## config.mk

```make
export PLATFORM = sky130hd
export DESIGN_NAME = ap_arbiter
export DESIGN_NICKNAME = d
export VERILOG_FILES = /design/src/rtl/ap_arbiter.sv
export SDC_FILE = /design/constraint.sdc
export NUM_CORES = 1
export LEC_CHECK = 0
export CORE_MARGIN = 2
export CORE_UTILIZATION = 50
export CTS_CLUSTER_DIAMETER = 80
export CTS_CLUSTER_SIZE = 25
export DETAILED_ROUTE_END_ITERATION = 8
export GPL_ROUTABILITY_DRIVEN = 1
export GPL_TIMING_DRIVEN = 0
export PLACE_DENSITY = 0.82
export SYNTH_ARGS = -nofsm -noshare
export SYNTH_HDL_FRONTEND = slang
export SYNTH_SLANG_ARGS = --single-unit
```

## constraint.sdc

```tcl
create_clock -name ap_clk -period 3.8 [get_ports ap_clk]
set_input_delay 0.76 -clock ap_clk [delete_from_list [all_inputs] [get_ports ap_clk]]
set_output_delay 0.76 -clock ap_clk [all_outputs]
set_load 0.01 [all_outputs]
```

## src/rtl/ap_arbiter.sv

```systemverilog
// Round-robin sharing of one ap_ctrl_hs kernel among N_CLIENTS; grant one cycle after req.
// Kernel stalls hold START/RUN; an unclaimed result holds HOLD until the owner's ack.
module ap_arbiter #(
    parameter int N_CLIENTS = 4,
    parameter int IDX_W     = 2
) (
    input  logic                 ap_clk,
    input  logic                 ap_rst,
    input  logic [N_CLIENTS-1:0] req,
    input  logic [N_CLIENTS-1:0] ack,
    output logic [N_CLIENTS-1:0] grant,
    output logic [N_CLIENTS-1:0] done,
    output logic [IDX_W-1:0]     sel,
    output logic                 busy,
    output logic                 ap_start,
    input  logic                 ap_ready,
    input  logic                 ap_done,
    input  logic                 ap_idle
);

    typedef enum logic [1:0] {
        IDLE  = 2'd0,
        START = 2'd1,
        RUN   = 2'd2,
        HOLD  = 2'd3
    } state_t;

    state_t               state;
    logic [IDX_W-1:0]     last;
    logic [IDX_W-1:0]     win;
    logic [IDX_W-1:0]     cand;
    logic                 found;
    logic [N_CLIENTS-1:0] win_oh;

    // Scan starts just past the previous owner so a persistent requester waits its turn.
    always_comb begin
        win   = '0;
        cand  = '0;
        found = 1'b0;
        for (int k = 1; k <= N_CLIENTS; k++) begin
            cand = IDX_W'((int'(last) + k) % N_CLIENTS);
            if (!found && req[cand]) begin
                found = 1'b1;
                win   = cand;
            end
        end
        win_oh = {{(N_CLIENTS-1){1'b0}}, 1'b1} << win;
    end

    always_ff @(posedge ap_clk) begin
        if (ap_rst) begin
            state    <= IDLE;
            grant    <= '0;
            done     <= '0;
            sel      <= '0;
            busy     <= 1'b0;
            ap_start <= 1'b0;
            last     <= IDX_W'(N_CLIENTS - 1);
        end else begin
            case (state)
                IDLE: begin
                    if (found && ap_idle) begin
                        sel      <= win;
                        grant    <= win_oh;
                        last     <= win;
                        busy     <= 1'b1;
                        ap_start <= 1'b1;
                        state    <= START;
                    end
                end
                START: begin
                    if (ap_ready) begin
                        ap_start <= 1'b0;
                        if (ap_done) begin
                            done  <= grant;
                            state <= HOLD;
                        end else begin
                            state <= RUN;
                        end
                    end
                end
                RUN: begin
                    if (ap_done) begin
                        done  <= grant;
                        state <= HOLD;
                    end
                end
                HOLD: begin
                    if (ack[sel]) begin
                        done  <= '0;
                        grant <= '0;
                        busy  <= 1'b0;
                        state <= IDLE;
                    end
                end
                default: state <= IDLE;
            endcase
        end
    end

endmodule

```

# == Word-level counts from Yosys, hierarchy flattened ==
# Index checks and enable logic that the tools add are counted.
# classes
addsub,4
order_cmp,5
eq_ne,7
shifts,1
muxes,35
reduce_logical,16
# ops
operator,n
2-to-1 mux 2 bit,8
2-to-1 mux 4 bit,4
"less-than comparator 2 x 3 -> 1 bit, second input constant",5
2-to-1 mux 1 bit,13
case mux 4 bit (3 select lines),1
binary-select mux 1 bit (select 2 bit),5
AND reduction 3 bit,3
"!= test 2 bit, second input constant",4
case mux 2 bit (4 select lines),1
case mux 4 bit (2 select lines),1
"adder 2 x 1 -> 2 bit, second input constant",2
"adder 2 bit, second input constant",2
"equality test 2 bit, second input constant",2
logical AND 1 bit,4
case mux 1 bit (2 select lines),2
AND reduction 4 bit,1
nonzero test 2 bit,2
"left shift 1 x 2 -> 4 bit, first input constant",1
zero test 1 bit,3
nonzero test 3 bit,1
"equality test 2 x 1 -> 1 bit, second input constant",1
zero test 2 bit,1
AND reduction 2 bit,1
# totals
regBits,16
in_bits,13
output_inout_bits,12

# == Depth between registers and ports, before layout ==
# logic_depth
depth_word,16
ltp_mapped,6
mapped_depth_nobuf,6

# == Worst setup path before layout ==
# OpenSTA, ideal clock, no wires.
# synth_timing
path_type,input port to flip-flop
startpoint,input req[1]
endpoint,register grant[0]
setup_ns,0.116
arrival_ns,1.766
slack_ns,1.917
stages,5
n_path_buf,1
cell_sequence,o41ai_2 > a222oi_1 > buf_6 > and2_4 > a41o_2
# synth_between
elab_chain_len,15
word_cells_on_any_way,28
classes_between,eq/ne (1); shift (1); mux (18); reduce/logical (8)
# synth_rtl
item,line_no,rtl
"start, declared",9,"input logic [N_CLIENTS-1:0] req,"
binary-select mux 1 bit (select 2 bit),42,if (!found && req[cand]) begin
2-to-1 mux 1 bit (not written as such),42,
2-to-1 mux 1 bit,42,
zero test 1 bit,42,
logical AND 1 bit,42,
2-to-1 mux 1 bit,42,
zero test 1 bit,42,
logical AND 1 bit,42,
2-to-1 mux 1 bit,42,
zero test 1 bit,42,
logical AND 1 bit,42,
2-to-1 mux 2 bit or 2-to-1 mux 1 bit (tied branches),42,
left shift 1 x 2 -> 4 bit or logical AND 1 bit (tied branches),"47, 62",
2-to-1 mux 4 bit or != test 2 bit (tied branches),n/a,
case mux 4 bit (2 select lines) or AND reduction 3 bit (tied branches),n/a,
"end signal, assigned",64,grant <= win_oh;
"end, declared",11,"output logic [N_CLIENTS-1:0] grant,"
# Several ways; a longest one is shown, not always the timed one. The select of a mux whose other input is x is not followed.
# A chain may end at the register's enable or synchronous reset.

# == Final worst setup path ==
# layout_timing
startpoint,input req[1]
endpoint,register grant[3]
# Same word-level chain as after synthesis.

==> reports/results.ini <==
[status]
status = complete, no violations

[cts]
clk_pin_slew_worst_paths_ns = 0.09
cts_tree = yes
htree_levels = 1
clock_latency_ns = 0.29
cts_setup_buffers = 0
cts_inserted_buffers = 3
cts_sinks = 16
cts_resized = 0
cts_root_buf = clkbuf_4
clk_path_buf_depth = 2
ctsHoldBuffers = 0

[synthesis]
synthTopCellsByArea = dfxtp_1 34%, a21oi_1 7.0%, ha_1 5.3%
synth_edf_count = 0
yosysSeqAreaShare_pct = 34.2
yosysUniqueCellTypes = 41
yosysMostFrequentCell = dfxtp_1
yosysTopAreaCell = dfxtp_1
netlist.area_leader.share_pct = 34.2
synth.ff_latch_count = 16
synthTopCellsByCount = 16 x dfxtp_1, 13 x a21oi_1, 8 x nand2_1, 6 x inv_1, 6 x o21ai_0
synth_area_per_cell_um2 = 8.83
synth_warnings = 0
synth-main-ff-cell = dfxtp_1
syn_area_um2 = 936
async_flop_share_pct = 0
synth_fp_nets = 123
postSynthCellCount = 106

[worst_setup_path]
reg2reg_to = state[0]
timing.critical_path.buf_inv = 2
crit_arrival_ns = 2.46
critPathKind = primary input to flip-flop
cp_top_family = compound AO/OA/AOI/OAI gates
ff2ff_path_depth = 6
setup.worst_path.start_class = primary input
crit_path_max_fanout = 9
reg2reg_from = state[0]
crit_slowest_cell = clkdlybuf4s50_1
path_cells = clkdlybuf4s50_1 > o41ai_2 > a222oi_1 > buf_6 > and2_4 > a41o_2
rrSetupSlack_ns = 1.96
max_stage_delay_ns = 0.48
cp.required_ns = 3.99
cp-end-kind = flip-flop
startpoint = req[1]

[sta]
finalCriticalPeriod_ns = 2.27
slew_headroom_pct = 52.1
finalCritPeriodShare_pct = 59.7
setup_viol = 0
setup_slack_ns = 1.53
skew_ns = 0.00405
fin_setup_tns_ns = 0
final_max_slew_viol_count = 0
holdWs_ns = 0.480
rsz0062_at_grt = no
hold_violations = 0
fmax_mhz = 441
worst_pin_slew_ns = 0.711

[grt]
grt_max_degree = 11
grt_pass1_wl_mm = 3.28
grt.total_usage_pct = 21.2
gr-total-overflow = 0
grt_pass1_vias = 734
antenna_found_initial = 0

[power]
peakVddDrop_mv = 0.415
p_leak_nw = 0.494
p_per_area_nw_per_um2 = 626

[placement]
place_congestion = 0.755
pre_cts_ws_ns = 1.21
dpl-instance-area_um2 = 1200
io_buffers = 23
dpl.hpwl_mm = 1.72

[drt]
vias_per_cell = 5.60
wl_per_cell_um = 14.0
vias = 885
routed_wl_mm = 2.21
wl_met2_mm = 1.11
wl_met1_mm = 1.00
drt-initial-drc-count = 14
highest_layer = met4
drc = 0
antenna_left = 0
wl_met3_um = 75
drtPass1Iterations = 4

[die]
dieArea_um2 = 2230
initial_core_util_pct = 53.6
io_pins = 25
dieWidth_um = 47.3
die_h_um = 47.3
row_count = 15
placeableCoreArea_um2 = 1750

[final_layout]
area_growth_pct = 31.8
final_area_um2 = 1230
nNetsFinal = 151
diodes = 0
utilization_pct = 70.7
layout-drive-gt1-share_pct = 14.3

[run]
cap_violations = 0

[min_path]
min_from = grant[1]
hp-class = flip-flop to flip-flop
holdPathStages = 2
min_to = done[1]

## report_power, final
part	internal, mW	switching (mW)
clock network	0.0584	0.0558
logic	0.196	0.209
registers	0.215	0.0380
## registers in the layout, indices dropped and copies added, names as in the netlist
name / cells
state: 2
ap_start: 1
last: 2
sel: 2
done: 4
busy: 1
grant: 4
## through the flow
| stage | power (mW) | instances |
|---|---|---|
| after floorplan | 0.522 | 106 |
| after global placement | 0.642 | 154 |
| after global routing | 0.827 | 158 |
| after detailed placement | 0.659 | 154 |
| final | 0.772 | 158 |
| after CTS | 0.774 | 158 |
## worst register-to-register path: cells and delay by family (launching register included)
kind                     cells  cell delay [ns]
adder cells (fa/ha/maj)      1             0.31
flip-flops                   1             0.37
buffers and inverters        2             0.30
AO/OA/AOI/OAI                3             0.78
## cells in the final DEF, fill, tap and decap left out, types with 2 or more instances in the layout
cell type and instances:
a211oi_1 2, a21oi_1 13, a41o_2 4, and2_1 2, and2_4 2, and2b_1 2
clkbuf_4 3, clkdlybuf4s50_1 23, dfxtp_1 16, ha_1 4, inv_1 6, mux2i_1 3
nand2_1 8, nand2b_1 4, nand3_1 2, nor2_1 5, nor2b_1 2, o21ai_0 6
## worst max path at each step
stage	end	slack, ns	depth (start not counted)
floorplan	grant[0]	1.92	5
global placement	grant[1]	1.29	6
detailed placement	grant[3]	1.21	6
CTS	grant[3]	1.52	6
global route	state[0]	1.46	6
finish	grant[3]	1.53	6
## per-layer routing
layer  vias to the layer above  global-route usage [%]
met3                         5                    3.85
li1                        448                       -
met4                         0                    8.33
met2                        18                    35.4
met5                         -                       0
met1                       414                    26.9
## layout make-up
class,count,area (um^2)
clock buffers,4,36.3
multi-input cells,81,567
inverters,6,22.5
fillers,144,512
well taps,25,31.3
flip-flops and latches,16,320
repair buffers,23,230
plain buffers,3,26.3
## cell families (layout without fill, tap and decap cells)
logic type                 count (synthesis)  in the layout  share of synthesized area, %
AOI/OAI and AO/OA                         39             39                          31.0
adders and majority gates                  4              4                          5.35
buffers and inverters                      9             36                          5.21
DFF                                       16             16                          34.2
muxes                                      3              3                          3.21
and+or+nand+nor                           35             35                          21.0
Note: power is estimated with default switching activity, not from simulation.
